**config.mk**
```make
export PLATFORM = sky130hd
export DESIGN_NAME = rename_alloc_flat
export DESIGN_NICKNAME = d
export VERILOG_FILES = /design/src/rtl/rename_alloc_pkg.sv /design/src/rtl/rename_alloc_if.sv /design/src/rtl/rename_alloc_compact.sv /design/src/rtl/rename_alloc.sv /design/src/flat_wrapper.sv
export SDC_FILE = /design/constraint.sdc
export NUM_CORES = 1
export LEC_CHECK = 0
export CORE_MARGIN = 2
export CORE_UTILIZATION = 40
export DETAILED_ROUTE_END_ITERATION = 6
export PLACE_DENSITY = 0.81
export SLEW_MARGIN = 20
export SYNTH_ARGS = -nofsm -noshare
export SYNTH_HDL_FRONTEND = slang
export SYNTH_HIERARCHICAL = 1
export SYNTH_SLANG_ARGS = --single-unit
```
**constraint.sdc**
```tcl
create_clock -name clk -period 4.87 [get_ports clk]
set_input_delay 0.974 -clock clk [delete_from_list [all_inputs] [get_ports clk]]
set_output_delay 0.974 -clock clk [all_outputs]
set_load 0.02 [all_outputs]
```
**src/rtl/rename_alloc_pkg.sv**
```systemverilog
// rtl/rename_alloc_pkg.sv - shared rename widths, bundle slot type and helpers
//
// Purpose : widths of the rename stage and the registered slot format.
// Contents: DISPATCH_WIDTH, SIZE_PHYSICAL_LOG, SIZE_RMT_LOG, rename_slot_t,
//           popcount4() used by the free-list compaction.
package rename_alloc_pkg;

  localparam int DISPATCH_WIDTH    = 4;
  localparam int SIZE_PHYSICAL_LOG = 7;
  localparam int SIZE_RMT_LOG      = 5;

  typedef struct packed {
    logic                         valid;
    logic                         need_dest;
    logic [SIZE_RMT_LOG-1:0]      log_dest;
    logic [SIZE_PHYSICAL_LOG-1:0] phy_dest;
  } rename_slot_t;

  function automatic logic [2:0] popcount4(input logic [3:0] v);
    return {2'b00, v[0]} + {2'b00, v[1]} + {2'b00, v[2]} + {2'b00, v[3]};
  endfunction

endpackage

```
**src/rtl/rename_alloc_if.sv**
```systemverilog
// rtl/rename_alloc_if.sv - decode/free-list/dispatch signal bundle of the rename allocator
//
// Purpose : groups every non-clock, non-reset signal of rename_alloc.
// Modports: master - drives decode bundle, free-list heads and control; sees results
//           slave  - the allocator (rename_alloc)
// Signals : stall_i, recoverFlag_i, flagRecoverEX_i, decValid{k}_i, needDest{k}_i,
//           logDest{k}_i, freeReg{k}_i ({tag,valid}), freeListEmpty_i,
//           reqFreeReg{k}_o, stall_o, outValid{k}_o, outNeedDest{k}_o,
//           outLogDest{k}_o, outPhyDest{k}_o   (k = 0..3)
interface rename_alloc_if;
  import rename_alloc_pkg::*;

  logic stall_i;
  logic recoverFlag_i;
  logic flagRecoverEX_i;
  logic freeListEmpty_i;

  logic decValid0_i, decValid1_i, decValid2_i, decValid3_i;
  logic needDest0_i, needDest1_i, needDest2_i, needDest3_i;
  logic [SIZE_RMT_LOG-1:0]    logDest0_i, logDest1_i, logDest2_i, logDest3_i;
  logic [SIZE_PHYSICAL_LOG:0] freeReg0_i, freeReg1_i, freeReg2_i, freeReg3_i;

  logic reqFreeReg0_o, reqFreeReg1_o, reqFreeReg2_o, reqFreeReg3_o;
  logic stall_o;
  logic outValid0_o, outValid1_o, outValid2_o, outValid3_o;
  logic outNeedDest0_o, outNeedDest1_o, outNeedDest2_o, outNeedDest3_o;
  logic [SIZE_RMT_LOG-1:0]      outLogDest0_o, outLogDest1_o, outLogDest2_o, outLogDest3_o;
  logic [SIZE_PHYSICAL_LOG-1:0] outPhyDest0_o, outPhyDest1_o, outPhyDest2_o, outPhyDest3_o;

  modport master (
    output stall_i, recoverFlag_i, flagRecoverEX_i, freeListEmpty_i,
    output decValid0_i, decValid1_i, decValid2_i, decValid3_i,
    output needDest0_i, needDest1_i, needDest2_i, needDest3_i,
    output logDest0_i, logDest1_i, logDest2_i, logDest3_i,
    output freeReg0_i, freeReg1_i, freeReg2_i, freeReg3_i,
    input  reqFreeReg0_o, reqFreeReg1_o, reqFreeReg2_o, reqFreeReg3_o, stall_o,
    input  outValid0_o, outValid1_o, outValid2_o, outValid3_o,
    input  outNeedDest0_o, outNeedDest1_o, outNeedDest2_o, outNeedDest3_o,
    input  outLogDest0_o, outLogDest1_o, outLogDest2_o, outLogDest3_o,
    input  outPhyDest0_o, outPhyDest1_o, outPhyDest2_o, outPhyDest3_o
  );

  modport slave (
    input  stall_i, recoverFlag_i, flagRecoverEX_i, freeListEmpty_i,
    input  decValid0_i, decValid1_i, decValid2_i, decValid3_i,
    input  needDest0_i, needDest1_i, needDest2_i, needDest3_i,
    input  logDest0_i, logDest1_i, logDest2_i, logDest3_i,
    input  freeReg0_i, freeReg1_i, freeReg2_i, freeReg3_i,
    output reqFreeReg0_o, reqFreeReg1_o, reqFreeReg2_o, reqFreeReg3_o, stall_o,
    output outValid0_o, outValid1_o, outValid2_o, outValid3_o,
    output outNeedDest0_o, outNeedDest1_o, outNeedDest2_o, outNeedDest3_o,
    output outLogDest0_o, outLogDest1_o, outLogDest2_o, outLogDest3_o,
    output outPhyDest0_o, outPhyDest1_o, outPhyDest2_o, outPhyDest3_o
  );

endinterface

```
**src/rtl/rename_alloc_compact.sv**
```systemverilog
// rtl/rename_alloc_compact.sv - in-order compaction of free-list heads onto needing slots
//
// Purpose : counts destination-writing slots, hands them consecutive free-list
//           heads in slot order and decides whether the heads cover the bundle.
// Ports   : dec_valid, need_dest - per-slot decode flags
//           free_reg             - free-list heads, bit 0 valid, upper bits tag
//           free_list_empty      - free list cannot supply a full bundle
//           need_cnt             - number of slots needing a destination (0..4)
//           free_ok              - the heads in use are all valid
//           phy_dest             - assigned tag per slot, 0 for non-writing slots
module rename_alloc_compact
  import rename_alloc_pkg::*;
(
  input  logic [3:0]                            dec_valid,
  input  logic [3:0]                            need_dest,
  input  logic [3:0][SIZE_PHYSICAL_LOG:0]       free_reg,
  input  logic                                  free_list_empty,
  output logic [2:0]                            need_cnt,
  output logic                                  free_ok,
  output logic [3:0][SIZE_PHYSICAL_LOG-1:0]     phy_dest
);

  logic [3:0] need;
  logic [2:0] idx;

  assign need     = dec_valid & need_dest;
  assign need_cnt = popcount4(need);

  // Slot k takes head number "count of lower slots that need one".
  always_comb begin
    phy_dest = '0;
    idx      = '0;
    for (int k = 0; k < 4; k++) begin
      if (need[k]) begin
        phy_dest[k] = free_reg[idx[1:0]][SIZE_PHYSICAL_LOG:1];
        idx         = idx + 3'd1;
      end
    end
  end

  // Only the heads that will actually be popped must be valid.
  always_comb begin
    free_ok = 1'b1;
    if (need_cnt != 3'd0 && free_list_empty)
      free_ok = 1'b0;
    for (int j = 0; j < 4; j++) begin
      if (3'(j) < need_cnt && !free_reg[j][0])
        free_ok = 1'b0;
    end
  end

endmodule

```
**src/rtl/rename_alloc.sv**
```systemverilog
// rtl/rename_alloc.sv - physical destination allocator with one-cycle registered bundle
//
// Purpose : pops physical tags for a 4-wide decoded bundle, all-or-nothing, and
//           registers the renamed bundle for the next stage.
// Ports   : clk, reset (async, active low), bus (rename_alloc_if.slave)
//           perfStallCnt_o - only with RENAME_ALLOC_PERF_EN: saturating count of
//                            cycles stalled because the free list could not supply
// Config  : RENAME_ALLOC_PERF_EN enables the stall performance counter.
module rename_alloc #(
  parameter int DISPATCH_WIDTH    = rename_alloc_pkg::DISPATCH_WIDTH,
  parameter int SIZE_PHYSICAL_LOG = rename_alloc_pkg::SIZE_PHYSICAL_LOG,
  parameter int SIZE_RMT_LOG      = rename_alloc_pkg::SIZE_RMT_LOG
) (
  input  logic          clk,
  input  logic          reset,
  rename_alloc_if.slave bus
`ifdef RENAME_ALLOC_PERF_EN
  ,
  output logic [31:0]   perfStallCnt_o
`endif
);
  import rename_alloc_pkg::rename_slot_t;

  logic [DISPATCH_WIDTH-1:0]                        dec_valid;
  logic [DISPATCH_WIDTH-1:0]                        need_dest;
  logic [DISPATCH_WIDTH-1:0][SIZE_RMT_LOG-1:0]      log_dest;
  logic [DISPATCH_WIDTH-1:0][SIZE_PHYSICAL_LOG:0]   free_reg;
  logic [DISPATCH_WIDTH-1:0][SIZE_PHYSICAL_LOG-1:0] phy_dest;
  logic [DISPATCH_WIDTH-1:0]                        req;
  logic [2:0]                                       need_cnt;
  logic                                             free_ok;
  logic                                             flush;
  logic                                             any_valid;
  logic                                             advance;
  logic                                             stall_int;
  rename_slot_t                                     out_q [DISPATCH_WIDTH];

  assign dec_valid = {bus.decValid3_i, bus.decValid2_i, bus.decValid1_i, bus.decValid0_i};
  assign need_dest = {bus.needDest3_i, bus.needDest2_i, bus.needDest1_i, bus.needDest0_i};
  assign log_dest  = {bus.logDest3_i, bus.logDest2_i, bus.logDest1_i, bus.logDest0_i};
  assign free_reg  = {bus.freeReg3_i, bus.freeReg2_i, bus.freeReg1_i, bus.freeReg0_i};

  rename_alloc_compact u_compact (
    .dec_valid       (dec_valid),
    .need_dest       (need_dest),
    .free_reg        (free_reg),
    .free_list_empty (bus.freeListEmpty_i),
    .need_cnt        (need_cnt),
    .free_ok         (free_ok),
    .phy_dest        (phy_dest)
  );

  assign flush     = bus.recoverFlag_i | bus.flagRecoverEX_i;
  assign any_valid = |dec_valid;

  // Gating with reset keeps requests and stall quiet while the block is held.
  assign advance   = reset & any_valid & ~bus.stall_i & ~flush & free_ok;
  assign stall_int = reset & any_valid & ~advance;

  // Pop lanes are always the lowest need_cnt lanes.
  always_comb begin
    req = '0;
    for (int k = 0; k < DISPATCH_WIDTH; k++)
      req[k] = advance && (3'(k) < need_cnt);
  end

  always_ff @(posedge clk or negedge reset) begin
    if (!reset) begin
      for (int k = 0; k < DISPATCH_WIDTH; k++)
        out_q[k] <= '0;
    end else if (flush) begin
      for (int k = 0; k < DISPATCH_WIDTH; k++)
        out_q[k].valid <= 1'b0;
    end else if (advance) begin
      for (int k = 0; k < DISPATCH_WIDTH; k++) begin
        out_q[k].valid     <= dec_valid[k];
        out_q[k].need_dest <= dec_valid[k] & need_dest[k];
        out_q[k].log_dest  <= log_dest[k];
        out_q[k].phy_dest  <= phy_dest[k];
      end
    end else if (!bus.stall_i) begin
      // Nothing moved forward: emit a bubble instead of repeating the bundle.
      for (int k = 0; k < DISPATCH_WIDTH; k++)
        out_q[k].valid <= 1'b0;
    end
  end

  assign bus.reqFreeReg0_o  = req[0];
  assign bus.reqFreeReg1_o  = req[1];
  assign bus.reqFreeReg2_o  = req[2];
  assign bus.reqFreeReg3_o  = req[3];
  assign bus.stall_o        = stall_int;

  assign bus.outValid0_o    = out_q[0].valid;
  assign bus.outValid1_o    = out_q[1].valid;
  assign bus.outValid2_o    = out_q[2].valid;
  assign bus.outValid3_o    = out_q[3].valid;
  assign bus.outNeedDest0_o = out_q[0].need_dest;
  assign bus.outNeedDest1_o = out_q[1].need_dest;
  assign bus.outNeedDest2_o = out_q[2].need_dest;
  assign bus.outNeedDest3_o = out_q[3].need_dest;
  assign bus.outLogDest0_o  = out_q[0].log_dest;
  assign bus.outLogDest1_o  = out_q[1].log_dest;
  assign bus.outLogDest2_o  = out_q[2].log_dest;
  assign bus.outLogDest3_o  = out_q[3].log_dest;
  assign bus.outPhyDest0_o  = out_q[0].phy_dest;
  assign bus.outPhyDest1_o  = out_q[1].phy_dest;
  assign bus.outPhyDest2_o  = out_q[2].phy_dest;
  assign bus.outPhyDest3_o  = out_q[3].phy_dest;

`ifdef RENAME_ALLOC_PERF_EN
  logic [31:0] perf_cnt;

  // Counts only stalls caused by the free list, not downstream back-pressure.
  always_ff @(posedge clk or negedge reset) begin
    if (!reset)
      perf_cnt <= '0;
    else if (stall_int && !free_ok && perf_cnt != 32'hFFFF_FFFF)
      perf_cnt <= perf_cnt + 32'd1;
  end

  assign perfStallCnt_o = perf_cnt;
`endif

endmodule

```
**src/flat_wrapper.sv**
```systemverilog
// flat-port wrapper written by rule: the top's interface ports become plain ports
module rename_alloc_flat import rename_alloc_pkg::rename_slot_t;
#(
  parameter int DISPATCH_WIDTH    = rename_alloc_pkg::DISPATCH_WIDTH,
  parameter int SIZE_PHYSICAL_LOG = rename_alloc_pkg::SIZE_PHYSICAL_LOG,
  parameter int SIZE_RMT_LOG      = rename_alloc_pkg::SIZE_RMT_LOG
)
  (clk, reset, bus_stall_i, bus_recoverFlag_i, bus_flagRecoverEX_i, bus_freeListEmpty_i, bus_decValid0_i, bus_decValid1_i, bus_decValid2_i, bus_decValid3_i, bus_needDest0_i, bus_needDest1_i, bus_needDest2_i, bus_needDest3_i, bus_logDest0_i, bus_logDest1_i, bus_logDest2_i, bus_logDest3_i, bus_freeReg0_i, bus_freeReg1_i, bus_freeReg2_i, bus_freeReg3_i, bus_reqFreeReg0_o, bus_reqFreeReg1_o, bus_reqFreeReg2_o, bus_reqFreeReg3_o, bus_stall_o, bus_outValid0_o, bus_outValid1_o, bus_outValid2_o, bus_outValid3_o, bus_outNeedDest0_o, bus_outNeedDest1_o, bus_outNeedDest2_o, bus_outNeedDest3_o, bus_outLogDest0_o, bus_outLogDest1_o, bus_outLogDest2_o, bus_outLogDest3_o, bus_outPhyDest0_o, bus_outPhyDest1_o, bus_outPhyDest2_o, bus_outPhyDest3_o);
  rename_alloc_if bus_i ();
  input  logic clk;
  input  logic reset;
  input wire logic [$bits(bus_i.stall_i)-1:0] bus_stall_i;
  input wire logic [$bits(bus_i.recoverFlag_i)-1:0] bus_recoverFlag_i;
  input wire logic [$bits(bus_i.flagRecoverEX_i)-1:0] bus_flagRecoverEX_i;
  input wire logic [$bits(bus_i.freeListEmpty_i)-1:0] bus_freeListEmpty_i;
  input wire logic [$bits(bus_i.decValid0_i)-1:0] bus_decValid0_i;
  input wire logic [$bits(bus_i.decValid1_i)-1:0] bus_decValid1_i;
  input wire logic [$bits(bus_i.decValid2_i)-1:0] bus_decValid2_i;
  input wire logic [$bits(bus_i.decValid3_i)-1:0] bus_decValid3_i;
  input wire logic [$bits(bus_i.needDest0_i)-1:0] bus_needDest0_i;
  input wire logic [$bits(bus_i.needDest1_i)-1:0] bus_needDest1_i;
  input wire logic [$bits(bus_i.needDest2_i)-1:0] bus_needDest2_i;
  input wire logic [$bits(bus_i.needDest3_i)-1:0] bus_needDest3_i;
  input wire logic [$bits(bus_i.logDest0_i)-1:0] bus_logDest0_i;
  input wire logic [$bits(bus_i.logDest1_i)-1:0] bus_logDest1_i;
  input wire logic [$bits(bus_i.logDest2_i)-1:0] bus_logDest2_i;
  input wire logic [$bits(bus_i.logDest3_i)-1:0] bus_logDest3_i;
  input wire logic [$bits(bus_i.freeReg0_i)-1:0] bus_freeReg0_i;
  input wire logic [$bits(bus_i.freeReg1_i)-1:0] bus_freeReg1_i;
  input wire logic [$bits(bus_i.freeReg2_i)-1:0] bus_freeReg2_i;
  input wire logic [$bits(bus_i.freeReg3_i)-1:0] bus_freeReg3_i;
  output wire logic [$bits(bus_i.reqFreeReg0_o)-1:0] bus_reqFreeReg0_o;
  output wire logic [$bits(bus_i.reqFreeReg1_o)-1:0] bus_reqFreeReg1_o;
  output wire logic [$bits(bus_i.reqFreeReg2_o)-1:0] bus_reqFreeReg2_o;
  output wire logic [$bits(bus_i.reqFreeReg3_o)-1:0] bus_reqFreeReg3_o;
  output wire logic [$bits(bus_i.stall_o)-1:0] bus_stall_o;
  output wire logic [$bits(bus_i.outValid0_o)-1:0] bus_outValid0_o;
  output wire logic [$bits(bus_i.outValid1_o)-1:0] bus_outValid1_o;
  output wire logic [$bits(bus_i.outValid2_o)-1:0] bus_outValid2_o;
  output wire logic [$bits(bus_i.outValid3_o)-1:0] bus_outValid3_o;
  output wire logic [$bits(bus_i.outNeedDest0_o)-1:0] bus_outNeedDest0_o;
  output wire logic [$bits(bus_i.outNeedDest1_o)-1:0] bus_outNeedDest1_o;
  output wire logic [$bits(bus_i.outNeedDest2_o)-1:0] bus_outNeedDest2_o;
  output wire logic [$bits(bus_i.outNeedDest3_o)-1:0] bus_outNeedDest3_o;
  output wire logic [$bits(bus_i.outLogDest0_o)-1:0] bus_outLogDest0_o;
  output wire logic [$bits(bus_i.outLogDest1_o)-1:0] bus_outLogDest1_o;
  output wire logic [$bits(bus_i.outLogDest2_o)-1:0] bus_outLogDest2_o;
  output wire logic [$bits(bus_i.outLogDest3_o)-1:0] bus_outLogDest3_o;
  output wire logic [$bits(bus_i.outPhyDest0_o)-1:0] bus_outPhyDest0_o;
  output wire logic [$bits(bus_i.outPhyDest1_o)-1:0] bus_outPhyDest1_o;
  output wire logic [$bits(bus_i.outPhyDest2_o)-1:0] bus_outPhyDest2_o;
  output wire logic [$bits(bus_i.outPhyDest3_o)-1:0] bus_outPhyDest3_o;
  assign bus_i.stall_i = bus_stall_i;
  assign bus_i.recoverFlag_i = bus_recoverFlag_i;
  assign bus_i.flagRecoverEX_i = bus_flagRecoverEX_i;
  assign bus_i.freeListEmpty_i = bus_freeListEmpty_i;
  assign bus_i.decValid0_i = bus_decValid0_i;
  assign bus_i.decValid1_i = bus_decValid1_i;
  assign bus_i.decValid2_i = bus_decValid2_i;
  assign bus_i.decValid3_i = bus_decValid3_i;
  assign bus_i.needDest0_i = bus_needDest0_i;
  assign bus_i.needDest1_i = bus_needDest1_i;
  assign bus_i.needDest2_i = bus_needDest2_i;
  assign bus_i.needDest3_i = bus_needDest3_i;
  assign bus_i.logDest0_i = bus_logDest0_i;
  assign bus_i.logDest1_i = bus_logDest1_i;
  assign bus_i.logDest2_i = bus_logDest2_i;
  assign bus_i.logDest3_i = bus_logDest3_i;
  assign bus_i.freeReg0_i = bus_freeReg0_i;
  assign bus_i.freeReg1_i = bus_freeReg1_i;
  assign bus_i.freeReg2_i = bus_freeReg2_i;
  assign bus_i.freeReg3_i = bus_freeReg3_i;
  assign bus_reqFreeReg0_o = bus_i.reqFreeReg0_o;
  assign bus_reqFreeReg1_o = bus_i.reqFreeReg1_o;
  assign bus_reqFreeReg2_o = bus_i.reqFreeReg2_o;
  assign bus_reqFreeReg3_o = bus_i.reqFreeReg3_o;
  assign bus_stall_o = bus_i.stall_o;
  assign bus_outValid0_o = bus_i.outValid0_o;
  assign bus_outValid1_o = bus_i.outValid1_o;
  assign bus_outValid2_o = bus_i.outValid2_o;
  assign bus_outValid3_o = bus_i.outValid3_o;
  assign bus_outNeedDest0_o = bus_i.outNeedDest0_o;
  assign bus_outNeedDest1_o = bus_i.outNeedDest1_o;
  assign bus_outNeedDest2_o = bus_i.outNeedDest2_o;
  assign bus_outNeedDest3_o = bus_i.outNeedDest3_o;
  assign bus_outLogDest0_o = bus_i.outLogDest0_o;
  assign bus_outLogDest1_o = bus_i.outLogDest1_o;
  assign bus_outLogDest2_o = bus_i.outLogDest2_o;
  assign bus_outLogDest3_o = bus_i.outLogDest3_o;
  assign bus_outPhyDest0_o = bus_i.outPhyDest0_o;
  assign bus_outPhyDest1_o = bus_i.outPhyDest1_o;
  assign bus_outPhyDest2_o = bus_i.outPhyDest2_o;
  assign bus_outPhyDest3_o = bus_i.outPhyDest3_o;
  rename_alloc #(.DISPATCH_WIDTH(DISPATCH_WIDTH), .SIZE_PHYSICAL_LOG(SIZE_PHYSICAL_LOG), .SIZE_RMT_LOG(SIZE_RMT_LOG)) u_core (.clk(clk), .reset(reset), .bus(bus_i));
endmodule
```
======== Word level (Yosys, flattened, before mapping) ========
Cells that the tools add are included.
W data, S select, Z words.
word-level totals
  register bits after elaboration ......... 56
  latch bits .............................. 0
  memory bits (writable) .................. 0
  bits in read-only memories .............. 0
  output and inout bits ................... 61
  memories kept ........................... 0
operators by class
  add/sub/neg operators ................... 5
  $mul .................................... 0
  divide/modulo/power cells ............... 0
  order comparisons ....................... 7
  eq/ne operators ......................... 1
  shifts and indexed selects .............. 0
  mux-type cells .......................... 27
  bitwise logic cells ..................... 14
  reduce and logical (&&, ||, !) cells .... 16
operator list
  kind                   number
  $bmux W8 S2            3
  $mux W7                4
  $mux W8                3
  $mux W1                15
  $and A1 B1 Y1          9
  $logic_and A1 B1 Y1    9
  $lt A2 B3 Y1 const B   3
  $lt A1 B3 Y1 const A   2
  $lt A2 B3 Y1 const A   2
  $and A4 B4 Y4          1
  $logic_not A1 Y1       4
  $mux W2                2
  $reduce_or A4 Y1       1
  $add A2 B1 Y3          1
  $add A3 B1 Y3          1
  $ne A3 B1 Y1 const B   1
  $not A1 Y1             3
  $reduce_bool A3 Y1     1
  $add A1 B1 Y2          1
  $add A1 B1 Y2 const B  1
  $add A2 B1 Y2 const B  1
  $reduce_and A2 Y1      1
  $or A1 B1 Y1           1

======== Logic depth before layout (Yosys ltp) ========
Gate-level depths: netlist (run 1).
  depth after elaboration ................. 14
  mapped depth ............................ 14

======== Modules after synthesis ========
The synthesis (run 1) kept the hierarchy.
modules (own cells, without submodules)
  module                times used  cells each  area an instance (um^2)  seq. area each (um^2)
  rename_alloc          1           137         2356.0                   1401.3
  rename_alloc_compact  1           165         1011.0                   0.0

======== Worst setup path before layout (run 1) ========
Ideal clock, no wire load.
  path kind ............................... input to output
  start point ............................. in bus_decValid0_i
  end point ............................... out bus_reqFreeReg2_o
  arrival ................................. 4074 ps
  required time ........................... 3896 ps
  setup slack ............................. -178 ps
  cell stages on the path ................. 14
  buffers on the path ..................... 3
  path through ............................ and2_1 buf_2 fa_1 ha_1 inv_1 ha_1 a21o_1 a31oi_1 a2111oi_0 nor4b_4 nor2b_4 buf_6 buf_6 nor2b_1
on the way
  cells in the longest elaborated chain, start to end .. 13
  elaborated cells on any way between the ends .. 25
RTL lines
  item                                                                  line                        source
  from (decl)                                                           flat_wrapper.sv:16          input wire logic [$bits(bus_i.decValid0_i)-1:0] bus_decValid0_i;
  $and A4 B4 Y4 *                                                       rename_alloc_compact.sv:26  assign need = dec_valid & need_dest;
  $add A1 B1 Y2 *                                                       rename_alloc_pkg.sv:20      return {2'b00, v[0]} + {2'b00, v[1]} + {2'b00, v[2]} + {2'b00, v[3]};
  $add A2 B1 Y3 *                                                       rename_alloc_pkg.sv:20
  $add A3 B1 Y3 *                                                       rename_alloc_pkg.sv:20
  net u_core.need_cnt[1]                                                rename_alloc.sv:30          logic [2:0] need_cnt;
  parallel branches: the longest is 6 deep, another holds $lt A1 B3 Y1  --
  $mux W1 *                                                             rename_alloc_compact.sv:47  if (3'(j) < need_cnt && !free_reg[j][0])
  net u_core.free_ok                                                    rename_alloc.sv:31          logic free_ok;
  $and A1 B1 Y1 *                                                       rename_alloc.sv:57          assign advance = reset & any_valid & ~bus.stall_i & ~flush & free_ok;
  $logic_and A1 B1 Y1 *                                                 rename_alloc.sv:64          req[k] = advance && (3'(k) < need_cnt);
  to (decl)                                                             flat_wrapper.sv:34          output wire logic [$bits(bus_i.reqFreeReg2_o)-1:0] bus_reqFreeReg2_o;
Mark *: on every way through the listed nets, which the timed path passes.

======== Worst setup path after layout (run 1) ========
  start point ............................. in bus_needDest3_i
  end point ............................... out bus_reqFreeReg0_o
on the way
  cells in the longest elaborated chain, start to end .. 11
  elaborated cells on any way between the ends .. 19
RTL lines
  item                                                                  line                        source
  from (decl)                                                           flat_wrapper.sv:23          input wire logic [$bits(bus_i.needDest3_i)-1:0] bus_needDest3_i;
  $and A4 B4 Y4 *                                                       rename_alloc_compact.sv:26
  $add A3 B1 Y3 *                                                       rename_alloc_pkg.sv:20
  net u_core.need_cnt[2]                                                rename_alloc.sv:30
  parallel branches: the longest is 6 deep, another holds $lt A1 B3 Y1  --
  $mux W1 *                                                             rename_alloc_compact.sv:47
  net u_core.free_ok                                                    rename_alloc.sv:31
  $and A1 B1 Y1 *                                                       rename_alloc.sv:57
  $logic_and A1 B1 Y1 *                                                 rename_alloc.sv:64
  to (decl)                                                             flat_wrapper.sv:32          output wire logic [$bits(bus_i.reqFreeReg0_o)-1:0] bus_reqFreeReg0_o;
Marks and branches as above.

==> results of run 1 <==
## cells in the final DEF, fill, tap and decap left out, types with 3 or more instances in the layout
cell type	count
mux2_4	30
mux2_2	15
a21oi_1	19
nor3_1	18
and2_1	4
o22ai_1	14
nor2b_1	10
nand2_1	15
mux2_1	3
clkbuf_8	5
nor2_1	16
clkdlybuf4s50_1	114
and3_1	11
dlygate4sd2_1	6
inv_1	11
nand4_1	4
buf_6	3
dfrtp_1	56
mux4_2	3
a211o_1	3
o211ai_1	4
buf_4	25
a22o_1	4
o21ai_1	9
inv_2	5
nand2b_1	4
## cell families after synthesis
family,count (synthesis),synth area share [%]
compound gates,61,11.9
buf+inv,34,6.69
mux,51,21.4
fa+ha+maj,6,2.45
flops,56,41.6
xor+xnor,2,0.966
simple gates,92,14.9
## through the flow
stage | worst slack, ps | instance area (um2) | std cells | setup TNS (ps) | util, %
4_1_cts | 139 | 4900 | 548 | 0 | 60.0
5_1_grt | 35.7 | 4900 | 548 | 0 | 60.0
2_1_floorplan | 5.72 | 3370 | 302 | 0 | -
6_report | 204 | 4900 | 548 | 0 | 60.0
3_5_place_dp | -658 | 4750 | 536 | -10710 | 58.2
3_3_place_gp | -434 | 4750 | 536 | -1940 | 58.2
## cell usage after synthesis (all sizes together), types with 3 or more instances
library cell	instances
and3	11
buf	17
mux4	3
o22ai	14
nand4	4
nand2	17
mux2	48
ha	5
nor3	19
o211ai	4
o21ai	9
and2	6
dfrtp	56
nand2b	4
nor2b	12
a22o	4
inv	16
a21oi	20
a211o	3
nor2	16
## power by group
group | total [mW] | internal, mW | leakage (nW) | switching [mW]
Combinational | 0.735 | 0.404 | 1.39 | 0.331
Clock | 0.274 | 0.106 | 0.0463 | 0.168
Sequential | 0.638 | 0.576 | 0.732 | 0.0623
## final cells by class
class / instances / area [um2] / share of cell area (%)
Clock inverter: 3 / 27.5 / 0.561
Timing Repair Buffer: 151 / 1440 / 29.3
Multi-Input combinational cell: 212 / 1780 / 36.3
Tap cell: 105 / 131 / 2.68
Sequential cell: 56 / 1400 / 28.6
Inverter: 16 / 60.1 / 1.22
Clock buffer: 5 / 68.8 / 1.40
## sequential cells by signal, indices dropped and copies added, names as in the netlist, 5 cells and up
signal,flops
u_core/bus.outLogDest0_o,5
u_core/bus.outLogDest1_o,5
u_core/bus.outLogDest2_o,5
u_core/bus.outLogDest3_o,5
u_core/bus.outPhyDest0_o,7
u_core/bus.outPhyDest1_o,7
u_core/bus.outPhyDest2_o,7
u_core/bus.outPhyDest3_o,7
## per-layer routing
layer	track usage [%]	share of wire, %	vias to the layer above
met5	0	0	-
met2	35.4	49	134
met3	4.07	8.6	14
met4	4.40	0.86	0
li1	-	-	1359
met1	27.3	41	1465
## worst max path at each step
stage / from / endpoint / slack (ps)
floorplan: bus_decValid0_i / bus_reqFreeReg0_o / 6
global placement: bus_decValid0_i / bus_reqFreeReg2_o / -430
detailed placement: bus_decValid0_i / bus_reqFreeReg3_o / -660
CTS: bus_needDest3_i / bus_reqFreeReg0_o / 140
global route: bus_needDest3_i / bus_reqFreeReg1_o / 40
finish: bus_needDest3_i / bus_reqFreeReg0_o / 200
## repair_timing
| item | in CTS | in global routing |
|---|---|---|
| gates resized for setup | 43 | 0 |
| cloned | 0 | 0 |
| buffers inserted | 4 | 0 |
| pin swaps | 8 | 1 |
| endpoints found under the setup margin | 5 | 5 |
==> metrics.txt, run 1 <==
outcome finished, final reports clean; largest net degree at the start of global routing just over 60; layout cells sized above 1 24.4%; register area share after synthesis 41.6%; Final setup viols 0; initial antenna violation count 0; Worst path depth 14; max frequency 214 MHz; worst hold stages 1; crit end category output pin; crit path max fanout 5; Root Driver clkbuf_8; CP cell instances dlygate4sd2_1 -> nand2_1 -> inv_2 -> fa_1 -> ha_2 -> buf_4 -> buf_4 -> ha_2 -> a21boi_1 -> a2111oi_2 -> nor4b_4 -> nor2b_4 -> o31a_1 -> buf_6; CTS tree yes; vias per cell around 5.4; Area contributors post-synth dfrtp_1 42%, mux2_4 13%, mux2_2 5.0%; CP bufs+invs 5; flops & latches, synth 56; Rows 33; initial drt markers 210; vias in the first global route 2999; Slew @ Worst Pin a little under 900 ps; setup clock skew after layout 0 ps; global-route wire length before repair 14700 um; Synth top area share 41.6%; Sink Count 56; min-delay src u_core/bus.outPhyDest2_o[2]$_DFFE_PN0P_; Post-Syn Area 3370 um2; worst-case reg-to-reg path depth 1; synthesized instance count between 300 and 400; cell family contributing the most delay on the critical path adder cells; Post-synth EDFFs 0; dpl hpwl a little under 7000 um; number of max-cap violations 0; drt first pass iters 5; Top Ports 127; post-layout min period 4670 ps; predominant post-synthesis flop cell dfrtp_1; worst reg2reg endpoint u_core/bus.outLogDest1_o[3]$_DFFE_PN0P_; clk buf depth 2; Ys Warns 6; crit share post-route 95.8%; starting density of the core slightly above 40%; synth-to-layout area growth 45.7%; Worst VDD drop 0.000219 V; WHS approximately 500 ps; DR vias 2972; GP Congestion a little under 0.9; die area just over 9000 um2; Pleak about 2.2 nW; Routed Antenna Nets 0; GRT overflow 0; Critical Path AT 3690 ps; Die Ht 95.7 um; Hold Fails Final Rpt 0; RSZ-0062 raised after global routing false; Rel. slew slack a little over two fifths; wire per inst 17.4 um; gr usage total between 20% and 30%; Cell variety after synth 44; slowest CP cell fa_1; Slew Viols, Final 0; H-Tree Depth 2; PnR Total Power 1.65 mW; Core Box Area between 8000 and 9000 um2; DRC Markers 0; data required time at the worst endpoint around 3900 ps; FF-to-FF Start u_core/bus.outLogDest1_o[3]$_DFFE_PN0P_; fin nets 514; Hold Path End u_core/bus.outPhyDest2_o[2]$_DFFE_PN0P_; ANT cells 0; clk_lat worst skew about 320 ps; kind of critical path in2out; Die Wd between 90 and 100 um; final wirelength 9510 um; Buffers on Ports between 100 and 150; clock slew at reported path FFs 100 ps; Synth Net Count 374; pwr/cell area 336 nW/um2; CTS Buf Count 5; cell taking the most area after synthesis dfrtp_1; FFs w/ async S/R, synth 100%; hold crit path type reg2reg; Syn Area/Cell 11.1 um2; Fillers 701; reg2reg setup slack 4070 ps; Setup crit start kind input pin; cts-stage hold buffer count 0; CP peak stage delay roughly 480 ps
No activity file was read; power rests on OpenSTA's default activity.
==> run 2: changes to the inputs <==
--- a/config.mk
+++ b/config.mk
@@ -5,6 +5,7 @@
 export SDC_FILE = /design/constraint.sdc
 export NUM_CORES = 1
 export LEC_CHECK = 0
+export CAP_MARGIN = 20
 export CORE_MARGIN = 2
 export CORE_UTILIZATION = 40
 export DETAILED_ROUTE_END_ITERATION = 6
==> results of run 2 <==
No change in the layout: final DEF, timing and power equal those of run 1.
==> run 3: changes to the inputs <==
--- a/config.mk
+++ b/config.mk
@@ -15,3 +15,4 @@
 export SYNTH_HDL_FRONTEND = slang
 export SYNTH_HIERARCHICAL = 1
 export SYNTH_SLANG_ARGS = --single-unit
+export TNS_END_PERCENT = 20
==> results of run 3 <==
No change in the layout: final DEF, timing and power equal those of run 1.
